`config.mk`:
```
export PLATFORM = sky130hd
export DESIGN_NAME = rs_syndrome_calc
export DESIGN_NICKNAME = d
export VERILOG_FILES = /design/src/rtl/gf256_pkg.sv /design/src/rtl/gf256_mul.sv /design/src/rtl/rs_syndrome_calc.sv
export SDC_FILE = /design/constraint.sdc
export NUM_CORES = 1
export LEC_CHECK = 0
export ABC_AREA = 1
export CORE_ASPECT_RATIO = 0.5
export CORE_MARGIN = 2
export CORE_UTILIZATION = 31
export CTS_BUF_LIST = sky130_fd_sc_hd__clkbuf_16
export DETAILED_ROUTE_END_ITERATION = 10
export MAX_ROUTING_LAYER = met4
export SETUP_SLACK_MARGIN = 0.15
export SYNTH_ARGS = -nofsm -noshare
export SYNTH_HDL_FRONTEND = slang
export SYNTH_SLANG_ARGS = --single-unit
```
`constraint.sdc`:
```
create_clock -name clk -period 3.6 [get_ports clk]
set_input_delay 0.72 -clock clk [delete_from_list [all_inputs] [get_ports clk]]
set_output_delay 0.72 -clock clk [all_outputs]
set_load 0.05 [all_outputs]
```
`src/rtl/gf256_pkg.sv`:
```
// GF(256) arithmetic over x^8+x^4+x^3+x+1 with generator alpha = 0x03.
// Shared by the syndrome datapath and its constant multipliers.
package gf256_pkg;

  localparam logic [8:0] GF_POLY  = 9'h11B;
  localparam logic [7:0] GF_ALPHA = 8'h03;

  // Shift-and-reduce product of two field elements.
  function automatic logic [7:0] gf_mul(
    input logic [7:0] a,
    input logic [7:0] b
  );
    logic [7:0] p;
    logic [7:0] x;
    p = '0;
    x = a;
    for (int i = 0; i < 8; i++) begin
      if (b[i]) p = p ^ x;
      if (x[7]) x = {x[6:0], 1'b0} ^ GF_POLY[7:0];
      else      x = {x[6:0], 1'b0};
    end
    return p;
  endfunction

  // alpha^(e mod 255); used only for elaboration-time constants.
  function automatic logic [7:0] gf_pow(input int e);
    logic [7:0] r;
    int         k;
    r = 8'h01;
    k = e % 255;
    for (int i = 0; i < k; i++) r = gf_mul(r, GF_ALPHA);
    return r;
  endfunction

endpackage

```
`src/rtl/gf256_mul.sv`:
```
// Combinational 8x8 GF(256) multiplier.
// One instance per syndrome cell; the b operand is a constant root.
module gf256_mul
  import gf256_pkg::*;
(
  input  logic [7:0] i_a,
  input  logic [7:0] i_b,
  output logic [7:0] o_p
);

  always_comb begin
    o_p = gf_mul(i_a, i_b);
  end

endmodule

```
`src/rtl/rs_syndrome_calc.sv`:
```
// Reed-Solomon syndrome front end: Horner accumulation of NSYM
// syndromes per codeword, snapshotted behind a valid/ready port.
module rs_syndrome_calc
  import gf256_pkg::*;
#(
  parameter int N    = 255,
  parameter int NSYM = 16,
  parameter int FCR  = 0
) (
  input  logic              clk,
  input  logic              rst_n,
  input  logic              in_valid,
  output logic              in_ready,
  input  logic [7:0]        in_data,
  input  logic              in_last,
  output logic              out_valid,
  input  logic              out_ready,
  output logic [8*NSYM-1:0] out_synd,
  output logic              out_nonzero,
  output logic              out_len_err
);

  localparam int SW = 8 * NSYM;

  logic [SW-1:0] r_acc;
  logic          r_first;
  logic [8:0]    r_cnt;

  logic [SW-1:0] r_synd;
  logic          r_nonzero;
  logic          r_len_err;
  logic          r_out_valid;

  logic [SW-1:0] w_next;
  logic [8:0]    w_cnt_inc;
  logic          w_accept;
  logic          w_close;
  logic          w_drain;

  assign in_ready    = !r_out_valid || out_ready;
  assign w_accept    = in_valid && in_ready;
  assign w_close     = w_accept && in_last;
  assign w_drain     = r_out_valid && out_ready;

  assign out_valid   = r_out_valid;
  assign out_synd    = r_synd;
  assign out_nonzero = r_nonzero;
  assign out_len_err = r_len_err;

  // First symbol of a codeword seeds the accumulator directly.
  for (genvar j = 0; j < NSYM; j++) begin : g_cell
    localparam logic [7:0] ALPHA_J = gf_pow((FCR + j) % 255);
    logic [7:0] w_prod;

    gf256_mul u_mul (
      .i_a (r_acc[8*j +: 8]),
      .i_b (ALPHA_J),
      .o_p (w_prod)
    );

    assign w_next[8*j +: 8] =
      (r_first ? 8'h00 : w_prod) ^ in_data;
  end

  always_comb begin
    w_cnt_inc = r_cnt;
    if (r_cnt != 9'h1FF) w_cnt_inc = r_cnt + 9'd1;
  end

  always_ff @(posedge clk) begin
    if (!rst_n) begin
      r_acc   <= '0;
      r_first <= 1'b1;
      r_cnt   <= '0;
    end else if (w_accept) begin
      r_acc <= w_next;
      if (in_last) begin
        r_first <= 1'b1;
        r_cnt   <= '0;
      end else begin
        r_first <= 1'b0;
        r_cnt   <= w_cnt_inc;
      end
    end
  end

  // A closing symbol may load while the previous vector drains.
  always_ff @(posedge clk) begin
    if (!rst_n) begin
      r_synd      <= '0;
      r_nonzero   <= 1'b0;
      r_len_err   <= 1'b0;
      r_out_valid <= 1'b0;
    end else if (w_close) begin
      r_synd      <= w_next;
      r_nonzero   <= |w_next;
      r_len_err   <= (w_cnt_inc != 9'(N));
      r_out_valid <= 1'b1;
    end else if (w_drain) begin
      r_out_valid <= 1'b0;
    end
  end

endmodule

```
==> results of run 1 <==
[layout make-up]
cell class / count / area [um^2] / share of cell area, %
inverters: 429 / 1625 / 7.502
flip-flops and latches: 269 / 5385 / 24.86
well taps: 780 / 975.9 / 4.505
repair buffers: 186 / 1842 / 8.501
clock inverters: 26 / 320.3 / 1.478
multi-input cells: 2237 / 10770 / 49.69
clock buffers: 30 / 750.7 / 3.465
[critical path: cells and delay by family (launching register included)]
kind | cells | cell delay (ps)
simple gates | 12 | 1370
buf+inv | 3 | 1020
flops | 1 | 470
[state kept, by name, indices dropped and copies added (netlist names)]
name	flops
out_valid	1
r_first	1
out_len_err	1
r_acc	128
out_synd	128
out_nonzero	1
r_cnt	9
[path summary, 6_finish.rpt]
kind,end,cells after the start,from
hold / removal,out_synd[9],2,out_synd[9]
setup / recovery,out_nonzero,15,r_first
setup reg to reg,out_nonzero,15,r_first
hold reg to reg,out_synd[9],2,out_synd[9]
[layer usage]
layer  part of all wire, %  GRT usage (%)  wire length [um]
met4                   2.8          5.406              1864
met2                    44          34.06             29990
met1                    46          30.24             31480
met3                   6.5          2.900              4403
met5                     0              -                 0
[placed cells by master, fill, tap and decap left out, drive strengths merged, types with 2 or more instances in the layout]
| cell type | count |
|---|---|
| a21oi | 141 |
| buf | 43 |
| bufinv | 7 |
| clkbuf | 30 |
| clkdlybuf4s50 | 143 |
| clkinv | 16 |
| clkinvlp | 3 |
| dfxtp | 269 |
| inv | 429 |
| nand2 | 1222 |
| nand3 | 251 |
| nand3b | 7 |
| nand4 | 88 |
| nor2 | 91 |
| nor3 | 3 |
| o211ai | 66 |
| o21a | 11 |
| o21ai | 172 |
| o21bai | 51 |
| or2 | 5 |
| xnor2 | 33 |
| xnor3 | 2 |
| xor2 | 90 |
[report_power, final]
group	leakage, nW	switching, W	internal, W	total (W)
Clock	0.529	0.00139	0.00202	0.00342
Combinational	8.31	0.00255	0.00110	0.00365
Sequential	2.22	0.000272	0.00321	0.00349
Total	11.1	0.00422	0.00634	0.0106
[logic make-up (layout without fill, tap and decap cells)]
group / Yosys count / count (layout)
DFF: 269 / 269
and+or+nand+nor: 1669 / 1669
adders and majority gates: 1 / 1
AOI/OAI and AO/OA: 442 / 442
xor gates and xnor gates: 125 / 125
buffers and inverters: 582 / 671
[per-stage QoR]
step                      total power [W]  area [um^2]  worst slack (ps)  cells
after global placement           0.007126        20590             165.1   3901
final                             0.01055        21660             543.4   3957
after floorplan                  0.006084        18490              1239   3088
after detailed placement         0.007143        20590             219.8   3901
after CTS                         0.01057        21660             619.8   3957
after global routing              0.01116        21660             381.9   3957
==> impl_metrics.tcl, run 1 <==
set metrics [dict create \
    status "finished clean" \
    critPathKind "reg2reg" \
    p_per_area_mw_per_mm2 487.2 \
    grt-ovfl-total 0 \
    wl_per_cell_um 17.12 \
    ff2ff_setup_slack_ps 540 \
    synth_cell_types 40 \
    clock_path_buffers 3 \
    synth_xor_area_share_pct 6.274 \
    antenna_found_initial 0 \
    cts_root_buf "clkbuf_16" \
    synth.yosys.seq_area_share_pct 29.13 \
    cts-hold-fix-buffers 0 \
    tritoncts "built" \
    synth_compound_area_share_pct 13.73 \
    syn2layout_area_growth_pct 17.18 \
    synthTopCellsByArea "dfxtp_1, nand2_1, inv_1" \
    postCtsSetupRepairBufs 0 \
    via_count 19720 \
    grt.total_usage_pct 21.98 \
    syn_area_mm2 0.01849 \
    synth-main-ff-cell "dfxtp_1" \
    yosysWarnings 0 \
    die_w_um 349.4 \
    cts.clk_slew.worst_paths_ps 70 \
    final_core_util_pct 36.65 \
    tns_ps 0 \
    relSlewSlack_pct 26.57 \
    crit_slowest_cell "inv_6" \
    drt_iter0_markers 2015 \
    start_util_pct 31.27 \
    viasPerCell 4.982 \
    final_nets 3167 \
    diodes 0 \
    die_area_mm2 0.06173 \
    grt_pass1_vias 17470 \
    synth.most_common_cell "nand2_1" \
    grt_max_degree 182 \
    dr.pass1.iters 6 \
    io_pins 145 \
    ys_top_cells_by_count "nand2_1, inv_1, dfxtp_1" \
    grt_setup_unrepaired "no" \
    setup_viol 0 \
    worstSetupStartpointType "flop" \
    final_antenna_net_count 0 \
    worst_ep_required_time_ps 4090 \
    synth_cells 3088 \
    clk_latency_ps 600 \
    dpl.hpwl_um 48280 \
    port_buffers 144 \
    cp_max_fo 66 \
    cts_num_sinks 269 \
    wl_um 67740 \
    synth.top_cell.area_share_pct 29.13 \
    maxCapViolCount 0 \
    crit_chain "inv_6 -> buf_4 -> nand3_1 -> nand2_1 -> nand2_1 -> nor2_1 -> nand2_1 -> nor2_1 -> nand2_1 -> nor2_2 -> nand2_1 -> nor2_1 -> nand3_1 -> nand2_1 -> inv_1" \
    p_leak_nw 11.06 \
    placementRows 63 \
    layout_min_cycle_time_ps 3057 \
    finalMaxSlewViolations 0 \
    synth_simple_gate_area_share_pct 38.08 \
    max_stage_delay_ps 500 \
    synth_enable_flop_cells 0 \
    post-route-drc-count 0 \
    die_h_um 176.7 \
    syn_area_per_cell_um2 5.987 \
    post_cts_resized 0 \
    worst_pin_slew_ps 1101 \
    final.fill_count 6347 \
    fmax_mhz 327.2 \
    h-tree-depth 1 \
    coreArea_mm2 0.05912 \
    synth_top_family_by_area "simple AND/OR/NAND/NOR gates" \
    async_flop_share_pct 0 \
    drive_gt1_share_pct 5.351 \
    ys_ff_latch 269 \
    synthAdderAreaFrac_pct 0.06768 \
    hold_viol_final 0 \
    min_path_type "reg2reg" \
    whs_ps 464.4 \
    synth.mux.area_fraction_pct 0 \
    place_congestion 0.9438 \
    endpoint_kind "flop" \
    clock_skew_ps 28.01 \
    synthesis.nets 3102 \
    cp.arrival_ps 3550 \
    synth_top_area_cell "dfxtp_1" \
    finalCritPeriodShare_pct 84.90 \
    cts_buffers 30 \
    peakVddDrop_mv 0.3928 \
    grt_pass1_wl_um 103300 \
    cpMostUsedCell "nand2_1" \
]
Note: power is estimated with default switching activity, not from simulation.
==> run 2: changes to the inputs <==
==> constraint.sdc (replaced) <==
create_clock -name clk -period 2.85 [get_ports clk]
set_input_delay 0.57 -clock clk [delete_from_list [all_inputs] [get_ports clk]]
set_output_delay 0.57 -clock clk [all_outputs]
set_load 0.05 [all_outputs]
==> run 2 against run 1 <==
Utilization rose by 1.3 points. Critical path type unchanged. Cell count rose by 2.3%. Maximum frequency rose by 23%. Via count fell by 0.22%.
==> impl_metrics.tcl, run 2 (same netlist as run 1, synthesis figures left out) <==
set metrics [dict create \
    die_area_mm2 0.06173 \
    die_w_um 349.4 \
    die_h_um 176.7 \
    start_util_pct 31.27 \
    cp_max_fo 7 \
    port_buffers 144 \
    p_per_area_mw_per_mm2 606.8 \
    drive_gt1_share_pct 8.298 \
    finalCritPeriodShare_pct 87.40 \
    coreArea_mm2 0.05912 \
    setup_viol 0 \
    setup_ws_ps 359.2 \
    maxCapViolCount 0 \
    crit_slowest_cell "dfxtp_1" \
    status "finished clean" \
    crit_end "out_nonzero" \
    fin_cells 4047 \
    timing.critical_path.from "r_acc[62]" \
    cpMostUsedCell "nand2_1" \
    reg2reg_depth 14 \
    use_met1_pct 29.71 \
    clock_path_buffers 3 \
    path_delay_family "XOR/XNOR gates" \
    final_cell_mix "nand2_1, inv_1, dfxtp_1" \
    cts-hold-fix-buffers 0 \
    cts_root_buf "clkbuf_16" \
    grt_busiest_layer "met2" \
    critPathKind "reg2reg" \
    h-tree-depth 1 \
    met2_usage_pct 33.49 \
    whs_ps 465.0 \
    fmax_mhz 401.5 \
    final_common_cell "nand2_1" \
    hold_viol_final 0 \
    dpl.cell_count 3990 \
    max_stage_delay_ps 490 \
    grt_max_degree 142 \
    wl_per_cell_um 16.31 \
    clk_latency_ps 590 \
    placementRows 63 \
    grt_setup_unrepaired "no" \
    reg2reg_to "out_nonzero" \
    postCtsSetupRepairBufs 0 \
    worst_pin_slew_ps 756.9 \
    tritoncts "built" \
    grt_pass1_vias 18090 \
    ff2ff_setup_slack_ps 360 \
    endpoint_kind "flop" \
    finalMaxSlewViolations 0 \
    relSlewSlack_pct 49.54 \
    cts.clk_slew.worst_paths_ps 60 \
    peakVddDrop_mv 0.3761 \
    crit_chain "inv_2 -> nand2_1 -> nand2_1 -> nand2_1 -> nand2_1 -> xor2_1 -> xor2_1 -> nor2_2 -> xor2_1 -> nand3_2 -> nor2_1 -> nand3_1 -> nand2_1 -> inv_1" \
    syn2layout_area_growth_pct 21.40 \
    grt.total_usage_pct 21.67 \
    cp.arrival_ps 2980 \
    final_core_util_pct 37.96 \
    worst_ep_required_time_ps 3340 \
    min_path_type "reg2reg" \
    place_congestion 0.9415 \
    use_met3_pct 3.037 \
    drt_iter0_markers 1710 \
    dr.pass1.iters 6 \
    grt_pass1_wl_um 102700 \
    final_antenna_net_count 0 \
    post-route-drc-count 0 \
    path_buf_inv 2 \
    cts_buffers 30 \
    layout_min_cycle_time_ps 2491 \
    path_depth 14 \
    cts_num_sinks 269 \
    antenna_found_initial 2 \
    via_count 19670 \
    p_leak_nw 11.52 \
    wl_um 66000 \
    io_pins 145 \
    final_nets 3256 \
    worstSetupStartpointType "flop" \
    pre_cts_ws_ps -95.39 \
    worstReg2RegStart "r_acc[62]" \
    clock_skew_ps 17.87 \
    viasPerCell 4.861 \
    dpl.hpwl_um 49340 \
    grt-ovfl-total 0 \
]
run 2: cell types whose count changed in the layout (fill, tap and decap cells not counted), moves of 3 or more:
cell and delta:
dfxtp_1 -4, buf_12 +5, inv_6 +3, clkinv_4 +3
buf_4 +85, dfxtp_2 +4
run 2: worst min path at each step:
| stage | from | endpoint | slack [ps] | cells past startpoint |
|---|---|---|---|---|
| final | out_synd[124] | out_synd[124] | 470 | 2 |
| after global routing | out_synd[33] | out_synd[33] | 490 | 2 |
| after CTS | r_cnt[7] | r_cnt[7] | 470 | 2 |
| after detailed placement | r_cnt[7] | r_cnt[7] | 460 | 2 |
| after global placement | out_synd[47] | out_synd[47] | 450 | 2 |
| after floorplan | r_cnt[7] | r_cnt[7] | 450 | 2 |
run 2: through the flow:
step	TNS (ps)	total power (W)	area (um^2)
2_1_floorplan	0	0.007685	18490
3_5_place_dp	-95.39	0.009216	21320
5_1_grt	0	0.01441	22440
4_1_cts	0	0.01365	22430
3_3_place_gp	-136.5	0.009183	21320
6_report	0	0.01362	22440
run 2: power by group:
group | internal, W | leakage, nW | switching (W)
combinational | 0.00157 | 8.76 | 0.00325
clock | 0.00263 | 0.543 | 0.00179
sequential | 0.00406 | 2.22 | 0.000325
total | 0.00826 | 11.5 | 0.00536
run 2: layout make-up:
type	count	area (um^2)
Fill cell	6382	36680
Multi-Input combinational cell	2237	10780
Sequential cell	269	5390
Timing Repair Buffer	275	2570
Inverter	429	1625
Tap cell	780	975.9
Clock buffer	31	775.7
Clock inverter	25	329.1
Antenna cell	1	2.502
run 2: worst reg2reg max path, stage by stage (launching register included):
cell and delay [ps]:
dfxtp_1 490, inv_2 100, nand2_1 80, nand2_1 80, nand2_1 70, nand2_1 100, xor2_1 190, xor2_1 410
nor2_2 60, xor2_1 350, nand3_2 160, nor2_1 110, nand3_1 90, nand2_1 60, inv_1 30
run 2: what timing repair did:
item	in CTS	in global routing
setup endpoints to repair	0	1
endpoints found under the hold margin	0	0
resized for setup	0	7
run 2: routing by layer:
layer  share of wire (%)  routed length (um)
met5                   0                   0
met4                 2.7                1781
met3                 6.1                4016
met2                  44               28750
met1                  48               31450
